### config.mk
export PLATFORM = sky130hd
export DESIGN_NAME = sssp_ar_sched
export DESIGN_NICKNAME = d
export VERILOG_FILES = /design/src/rtl/sssp_ar_sched.sv
export SDC_FILE = /design/constraint.sdc
export NUM_CORES = 1
export LEC_CHECK = 0
export CAP_MARGIN = 20
export CORE_ASPECT_RATIO = 0.75
export CORE_UTILIZATION = 46
export DETAILED_ROUTE_END_ITERATION = 10
export PLACE_DENSITY = 0.83
export SLEW_MARGIN = 20
export SYNTH_ARGS = -nofsm -noshare
export SYNTH_HDL_FRONTEND = slang
export SYNTH_SLANG_ARGS = --single-unit
### constraint.sdc
create_clock -name clk -period 9.8 [get_ports clk]
set_input_delay 1.47 -clock clk [delete_from_list [all_inputs] [get_ports clk]]
set_output_delay 1.47 -clock clk [all_outputs]
set_load 0.02 [all_outputs]
### src/rtl/sssp_ar_sched.sv
// sssp_ar_sched: round-robin arbiter that shares one AR channel between N_REQ sssp workers,
// splitting each range into bursts limited by MAX_BEATS and 4KB pages, with a credit cap on bursts in flight.
// Optional grant/stall counters are built when SSSP_AR_SCHED_STATS_EN is defined.
module sssp_ar_sched #(
  parameter int N_REQ           = 3,
  parameter int MAX_BEATS       = 64,
  parameter int MAX_OUTSTANDING = 8,
  localparam int ID_W  = $clog2(N_REQ),
  localparam int OUT_W = $clog2(MAX_OUTSTANDING + 1)
) (
  input  logic                  clk,
  input  logic                  rst,
  input  logic [N_REQ-1:0]      req_valid,
  output logic [N_REQ-1:0]      req_ready,
  input  logic [32*N_REQ-1:0]   req_addr,
  input  logic [16*N_REQ-1:0]   req_beats,
  input  logic [3*N_REQ-1:0]    req_size,
  output logic                  m_arvalid,
  input  logic                  m_arready,
  output logic [31:0]           m_araddr,
  output logic [7:0]            m_arlen,
  output logic [2:0]            m_arsize,
  output logic [ID_W-1:0]       m_arid,
  output logic                  m_arlast_chunk,
  input  logic                  m_rvalid,
  input  logic                  m_rready,
  input  logic                  m_rlast,
  output logic [32*N_REQ-1:0]   stat_grants,
  output logic [31:0]           stat_credit_stall
);

  typedef enum logic {IDLE = 1'b0, ISSUE = 1'b1} state_t;

  localparam logic [ID_W:0]      NREQ_V = (ID_W+1)'(N_REQ);
  localparam logic [16:0]        MAXB_V = 17'(MAX_BEATS);
  localparam logic [OUT_W-1:0]   MAXO_V = OUT_W'(MAX_OUTSTANDING);

  state_t               state, state_nxt;
  logic [ID_W-1:0]      rr_ptr, cur_id, pick_off, pick_id;
  logic [ID_W:0]        pick_sum;
  logic [N_REQ-1:0]     rot_valid;
  logic [2*N_REQ-1:0]   dbl_valid;
  logic                 pick_vld, grant, credit_ok, ar_hs, r_done, last_chunk;
  logic [31:0]          sel_addr, cur_addr;
  logic [15:0]          sel_beats, remaining;
  logic [2:0]           sel_size, cur_size;
  logic [OUT_W-1:0]     outstanding;
  logic [16:0]          room, chunk;

  function automatic logic [ID_W-1:0] next_id(input logic [ID_W-1:0] id);
    logic [ID_W:0] inc;
    inc = {1'b0, id} + (ID_W+1)'(1);
    return (inc == NREQ_V) ? '0 : inc[ID_W-1:0];
  endfunction

  // Rotate valids so bit 0 is rr_ptr; the lowest set bit is the winner, then mux its fields.
  always_comb begin
    dbl_valid = {req_valid, req_valid} >> rr_ptr;
    rot_valid = dbl_valid[N_REQ-1:0];
    pick_vld  = |rot_valid;
    pick_off  = '0;
    for (int k = N_REQ-1; k >= 0; k--) begin
      if (rot_valid[k]) pick_off = ID_W'(k);
    end
    pick_sum = {1'b0, rr_ptr} + {1'b0, pick_off};
    pick_id  = (pick_sum >= NREQ_V) ? ID_W'(pick_sum - NREQ_V) : pick_sum[ID_W-1:0];
    sel_addr  = '0;
    sel_beats = '0;
    sel_size  = '0;
    for (int k = 0; k < N_REQ; k++) begin
      if (pick_id == ID_W'(k)) begin
        sel_addr  = req_addr[32*k +: 32];
        sel_beats = req_beats[16*k +: 16];
        sel_size  = req_size[3*k +: 3];
      end
    end
  end

  // Current burst length: smallest of remaining beats, MAX_BEATS and beats left in the 4KB page.
  always_comb begin
    room  = {4'b0, 13'h1000 - {1'b0, cur_addr[11:0]}} >> cur_size;
    chunk = {1'b0, remaining};
    if (MAXB_V < chunk) chunk = MAXB_V;
    if (room < chunk)   chunk = room;
    last_chunk = (chunk == {1'b0, remaining});
  end

  // Next-state and handshake outputs; grants are suppressed while reset is held.
  always_comb begin
    state_nxt = state;
    req_ready = '0;
    m_arvalid = 1'b0;
    grant     = 1'b0;
    credit_ok = (outstanding < MAXO_V);
    case (state)
      IDLE: begin
        if (pick_vld && !rst) begin
          grant = 1'b1;
          for (int k = 0; k < N_REQ; k++) req_ready[k] = (pick_id == ID_W'(k));
          if (sel_beats != '0) state_nxt = ISSUE;
        end
      end
      ISSUE: begin
        // credit_ok cannot drop while valid is up: outstanding only falls until the handshake
        m_arvalid = credit_ok;
        if (credit_ok && m_arready && last_chunk) state_nxt = IDLE;
      end
      default: state_nxt = IDLE;
    endcase
  end

  assign ar_hs  = m_arvalid & m_arready;
  assign r_done = m_rvalid & m_rready & m_rlast & (outstanding != '0);

  assign m_araddr       = (state == ISSUE) ? cur_addr : '0;
  assign m_arlen        = (state == ISSUE) ? 8'(chunk - 17'd1) : '0;
  assign m_arsize       = (state == ISSUE) ? cur_size : '0;
  assign m_arid         = (state == ISSUE) ? cur_id : '0;
  assign m_arlast_chunk = (state == ISSUE) & last_chunk;

  // State register.
  always_ff @(posedge clk) begin
    if (rst) state <= IDLE;
    else     state <= state_nxt;
  end

  // Latch the granted request, then walk address/remaining per issued burst.
  always_ff @(posedge clk) begin
    if (rst) begin
      rr_ptr    <= '0;
      cur_id    <= '0;
      cur_addr  <= '0;
      remaining <= '0;
      cur_size  <= '0;
    end else if (grant) begin
      cur_addr  <= sel_addr;
      remaining <= sel_beats;
      cur_size  <= sel_size;
      cur_id    <= pick_id;
      if (sel_beats == '0) rr_ptr <= next_id(pick_id);
    end else if (ar_hs) begin
      cur_addr  <= cur_addr + (32'(chunk) << cur_size);
      remaining <= remaining - chunk[15:0];
      if (last_chunk) rr_ptr <= next_id(cur_id);
    end
  end

  // Bursts in flight: +1 per AR handshake, -1 per accepted rlast, floor at zero.
  always_ff @(posedge clk) begin
    if (rst)                    outstanding <= '0;
    else if (ar_hs && !r_done)  outstanding <= outstanding + OUT_W'(1);
    else if (!ar_hs && r_done)  outstanding <= outstanding - OUT_W'(1);
  end

`ifdef SSSP_AR_SCHED_STATS_EN
  logic [31:0] grant_cnt [N_REQ];
  logic [31:0] stall_cnt;

  // Saturating per-requester grant counters and credit-stall cycle counter.
  always_ff @(posedge clk) begin
    if (rst) begin
      for (int k = 0; k < N_REQ; k++) grant_cnt[k] <= '0;
      stall_cnt <= '0;
    end else begin
      for (int k = 0; k < N_REQ; k++) begin
        if (req_ready[k] && grant_cnt[k] != '1) grant_cnt[k] <= grant_cnt[k] + 32'd1;
      end
      if (state == ISSUE && !credit_ok && stall_cnt != '1) stall_cnt <= stall_cnt + 32'd1;
    end
  end

  // Flatten counters onto the stat bus.
  always_comb begin
    stat_grants = '0;
    for (int k = 0; k < N_REQ; k++) stat_grants[32*k +: 32] = grant_cnt[k];
  end
  assign stat_credit_stall = stall_cnt;
`else
  assign stat_grants       = '0;
  assign stat_credit_stall = '0;
`endif

endmodule
### Word-level counts from Yosys, hierarchy flattened

Cells that the tools add are included.

| word-level totals | value |
|---|---|
| output and inout port bits | 178 |
| register bits | 60 |
| logic and storage cells | 93 |
| input bits | 162 |

| cells by class | value |
|---|---|
| eq/ne operators | 6 |
| reductions and logical operators | 17 |
| magnitude comparators | 4 |
| add/sub/neg operators | 10 |
| mux-type cells | 40 |
| bitwise gates (word level) | 6 |
| shift operators | 3 |

Operator list:

| operator | count |
|---|---|
| $mux W32 | 6 |
| $mux W16 | 6 |
| $add A32 B32 Y32 | 1 |
| $shl A17 B3 Y32 | 1 |
| $mux W2 | 11 |
| $mux W3 | 6 |
| $eq A17 B16 Y1 | 1 |
| $lt A17 B17 Y1 | 1 |
| $mux W17 | 1 |
| $shr A13 B3 Y17 | 1 |
| $logic_not A16 Y1 | 1 |
| $lt A7 B16 Y1 const A | 1 |
| $reduce_bool A16 Y1 | 1 |
| $sub A16 B16 Y16 | 1 |
| $sub A13 B12 Y13 const A | 1 |
| $mux W4 | 2 |
| $mux W8 | 1 |
| $sub A8 B1 Y8 const B | 1 |
| $add A2 B1 Y3 const B | 2 |
| $eq A3 B2 Y1 const B | 2 |
| $mux W1 | 6 |
| $reduce_bool A2 Y1 | 3 |
| $shr A6 B2 Y3 | 1 |
| $and A1 B1 Y1 | 5 |
| 17 further kinds | 23 |

### Depth between registers and ports, before layout

| logic depth | value |
|---|---|
| depth in word-level cells | 15 |
| mapped depth | 32 |
| mapped depth without buffers | 28 |

### Worst setup path before layout

OpenSTA, ideal clock, no wires.

| timing path | value |
|---|---|
| kind | register -> register |
| start | reg cur_addr[1] |
| end | reg cur_addr[25] |
| slack | 2793 ps |
| library setup time | 114 ps |
| clock period less this slack | 7007 ps |
| buffers on the path | 2 |
| data required time | 9686 ps |
| arrival | 6893 ps |
| stages on the path, launching flop included | 29 |
| cells stage by stage | dfxtp_1 -> buf_2 -> inv_1 -> ha_1 -> or4b_4 -> buf_6 -> o311ai_2 -> nand3_1 -> mux2_2 -> mux2_4 -> inv_1 -> ha_1 -> nand4_1 -> o21ai_0 -> a211oi_1 -> o31ai_1 -> nor2_1 -> nor3_1 -> a21oi_2 -> mux4_2 -> a2bb2oi_2 -> ha_1 -> a2111oi_0 -> o21ai_0 -> a21oi_1 -> nor2_1 -> a2111oi_0 -> nor2_1 -> a2111oi_0 |

| on the way | value |
|---|---|
| longest elaborated chain between the ends | 8 |

RTL lines:

| what | line | source |
|---|---|---|
| start, declared | 44 | `logic [31:0] sel_addr, cur_addr;` |
| start signal, assigned | 136 | `cur_addr <= sel_addr;` |
| start signal, assigned | 142 | `cur_addr <= cur_addr + (32'(chunk) << cur_size);` |
| $sub A13 B12 Y13 | 81 | `room = {4'b0, 13'h1000 - {1'b0, cur_addr[11:0]}} >> cur_size;` |
| $shr A13 B3 Y17 | 81 |  |
| $lt A17 B17 Y1 | 84 | `if (room < chunk) chunk = room;` |
| $mux W17 | 84 |  |
| $shl A17 B3 Y32 | 142 |  |
| $add A32 B32 Y32 (*) | 142 |  |
| $mux W32 (*) | 141 | `end else if (ar_hs) begin` |
| $mux W32 (*) | 135 | `end else if (grant) begin` |

Every way passes the cells marked *; elsewhere a longest branch is shown, timed or not. The select of a mux whose other input is x is not followed.
A chain may end at the register's enable or synchronous reset.

### Worst setup path after layout

| timing path | value |
|---|---|
| start | reg cur_addr[1] |
| end | out m_arlast_chunk |

| on the way | value |
|---|---|
| longest elaborated chain between the ends | 6 |

RTL lines:

| what | line | source |
|---|---|---|
| $sub A13 B12 Y13 (*) | 81 |  |
| $shr A13 B3 Y17 (*) | 81 |  |
| $lt A17 B17 Y1 | 84 |  |
| $mux W17 (*) | 84 |  |
| $eq A17 B16 Y1 (*) | 85 | `last_chunk = (chunk == {1'b0, remaining});` |
| $and A1 B1 Y1 (*) | 119 | `assign m_arlast_chunk = (state == ISSUE) & last_chunk;` |
| end, declared | 24 | `output logic m_arlast_chunk,` |

Every way passes the cells marked *; elsewhere a longest branch is shown, timed or not.

==> results by group <==
Setup path
  – Crit-path cells: inv_1 -> ha_1 -> or4b_4 -> nor3_2 -> o31ai_1 -> o22ai_1 -> a21oi_1 -> inv_1 -> ha_1 -> a21oi_1 -> o21ai_0 -> a211oi_1 -> o31ai_1 -> or3_1 -> nand2_4 -> nand2_1 -> ha_1 -> and3_1 -> nand3_1 -> nor4_1 -> and2_1 -> clkdlybuf4s50_1
  – CP max stage delay: about 0.64 ns
  – Cell mode on critical path: ha_1
  – Worst setup SP type: flop
  – Crit Path Category: reg2out
  – Critical Path Slowest Stage Cell: nor4_1
  – Worst Path Required: 8.33 ns
  – Endpoint class of the critical path: output port
  – Critical Path Fanout Max: 15
  – CP arrival: approximately 7 ns

Global route
  – Vias in the first global route: approximately 9,000
  – Initial antenna violation count: 0
  – Gr usage total: 0.2947
  – Global-route wire length before repair: approximately 47,000 µm
  – Largest net degree at the start of global routing: 67
  – Total global routing overflow: 0

Clock tree
  – Deepest clock path buffer count: 2
  – CTS tree: yes
  – Setup Buffers After CTS: 0
  – CTS Buf Count: 9
  – Clock root cell: clkbuf_16
  – CTS Sinks: 60
  – Post_cts resized: 0
  – Cts hold-fix bufs: 0
  – Clock Pin Slew Worst Setup and Hold Paths: roughly 0.060 ns
  – Worst-Skew Late Latency: roughly 0.34 ns
  – H-tree Lvls: 3

Final layout
  – Fin cells: around 1,700
  – Fillers: about 1,800
  – ANT cells: 0
  – Seq. cell area: about 1200 µm²
  – Area of the multi-input gates: slightly below 7000 µm²
  – Ratio of cells with drive above 1 in the final layout: 0.05428
  – Final Net Count: 1,658
  – Area delta synth->final: 22.89%
  – Final instance area: roughly 11,000 µm²

STA
  – Endpoints failing setup: 0
  – Least-Margin Pin Slew: around 0.98 ns
  – Final hold slack: about 0.49 ns
  – Crit share post-route: 0.8774
  – Minimum clock period: 8.599 ns
  – Fmax: 0.1163 GHz
  – Final number of hold-violating endpoints: 0
  – Final Slew Violations: 0
  – RSZ-0062 raised after global routing: no
  – Max transition margin: 0.3453
  – Setup tns final: 0 ns
  – Worst clock skew: about 0.014 ns

Yosys
  – Synth Area in XOR/XNOR: 0.03577
  – Commonest cells post-synth: 166 x nand2_1, 129 x buf_4, 95 x a21oi_1
  – Sequential fraction of the synthesis area: 0.1326
  – Simple-gate share of the synthesized area: 0.2436
  – Top-count cell post-synth: nand2_1
  – Unique masters post-synth: between 80 and 90
  – Area contributors post-synth: dfxtp_1 13%, buf_4 11%, ha_1 8.1%, nand2_1 6.9%, a21oi_1 5.2%
  – Compound-cell area share of the yosys netlist: 0.2808
  – Syn Inst Count: approximately 1,300
  – Yosys warns: 0
  – Yosys top cell by area: dfxtp_1
  – Yosys reg bits: 60
  – Ys flop type: dfxtp_1
  – Post-synth ARST share: 0
  – Largest family of logic cells by synthesized area: compound AO/OA/AOI/OAI gates
  – Synth Area in Adders: 0.09033
  – Mapped Area: just over 9000 µm²
  – Post-synthesis average cell area: 7.155 µm²
  – Top-area cell type share of the netlist area: 0.1326
  – Post-synthesis mux area share: 0.05497
  – EDFF count, synth: 0

Floorplanning
  – Starting Density: 0.4688
  – Die height: ~120 µm
  – DIE AREA: 20,260 µm²
  – Rows: 44
  – Die W: 164.0 µm
  – # IOs: 340
  – Core Region: about 19,000 µm²

Routing
  – Drt first pass iters: 6
  – DR WL/cell: roughly 18 µm
  – DRC violations left: 0
  – DRT iter0 DRCs: just over 900
  – DRT antenna net count: 0
  – Vias per cell: roughly 5.8
  – Via count: a little under 10,000
  – Detailed Route WL: ~30,000 µm

Power
  – Tot Pwr: ~2 mW
  – Peak VDD IR: between 0.0001 and 0.00015 V
  – Leakage power: around 4.6 nW
  – Power Density: 181.0 nW/µm²

Worst hold path
  – Worst Hold Class: reg2reg

Place
  – HPWL Detailed: approximately 23,000 µm
  – Placed cell areas: approximately 11,000 µm²
  – Global placement routability congestion: around 0.97
  – Port bufs: between 200 and 250
  – Post-Place Cells: 1,674

Run status
  – Status: complete, no violations

Run
  – Max Cap Viol: 0
-- report_power, final --
group | internal [mW] | switching, mW
Clock | 0.216 | 0.114
Combinational | 0.552 | 0.790
Sequential | 0.280 | 0.0630
Total | 1.05 | 0.967
-- cell type report --
class | count | share of cell area
Clock inverter | 3 | 0.004046
Timing Repair Buffer | 223 | 0.1985
Tap cell | 253 | 0.02844
Clock buffer | 12 | 0.02394
Sequential cell | 60 | 0.1079
Inverter | 35 | 0.01180
Multi-Input combinational cell | 1104 | 0.6254
-- critical path: cells and delay by family, from the launching register on --
kind	cells	cell delay, ns
compound gates	7	1.90
fa+ha+maj	3	0.96
buf+inv	3	0.83
flops	1	0.59
simple gates	9	2.49
-- cells by family (layout without fill, tap and decap cells) --
family	after synthesis	after routing
muxes	42	42
AOI/OAI and AO/OA	367	367
adders and majority gates	63	63
buffers and inverters	245	273
and+or+nand+nor	450	450
DFF	60	60
other	2	145
xor gates and xnor gates	37	37
-- state kept, by name, summed over array words and instances, names as in the netlist --
| signal | cells |
|---|---|
| cur_addr | 32 |
| cur_id | 2 |
| cur_size | 3 |
| outstanding | 4 |
| remaining | 16 |
| rr_ptr | 2 |
| state | 1 |
-- stage by stage --
| step | worst slack, ns | utilization |
|---|---|---|
| finish | 1.201 | 0.5761 |
| global route | 0.7737 | 0.5761 |
| CTS | 1.298 | 0.5750 |
| detailed placement | 1.709 | 0.5589 |
| global placement | 1.882 | 0.5589 |
| floorplan | 2.793 | - |
-- routing by layer --
| metal | part of all wire | track usage |
|---|---|---|
| met1 | 0.44 | 0.4025 |
| met3 | 0.11 | 0.07414 |
| met5 | 0 | 0 |
| met4 | 0.021 | 0.08449 |
| met2 | 0.44 | 0.4566 |
-- cell usage in the layout, fill, tap and decap left out, types with 13 or more instances in the layout --
cell type          n
clkdlybuf4s50_1  210
nand2_1          166
conb_1           145
a21oi_1           94
nor2_1            87
dfxtp_1           60
ha_1              59
o21ai_0           52
inv_1             34
a211oi_1          34
and2_1            33
nor3_1            30
a221oi_1          29
mux2i_1           28
xnor2_1           24
nand3_1           22
a21o_1            21
nor4_1            13
or3_1             13
nand4_1           13
xor2_1            13
-- final timing paths --
check	depth (start not counted)	startpoint	to	slack, ns
setup / recovery	22	cur_addr[1]$_SDFFE_PP0P_	m_arlast_chunk	1.20
hold / removal	2	cur_id[1]$_SDFFE_PP0P_	cur_id[1]$_SDFFE_PP0P_	0.49
setup reg to reg	28	cur_addr[1]$_SDFFE_PP0P_	cur_addr[24]$_SDFFE_PP0P_	1.74
hold reg to reg	2	cur_id[1]$_SDFFE_PP0P_	cur_id[1]$_SDFFE_PP0P_	0.49
Note: power is estimated with default switching activity, not from simulation.
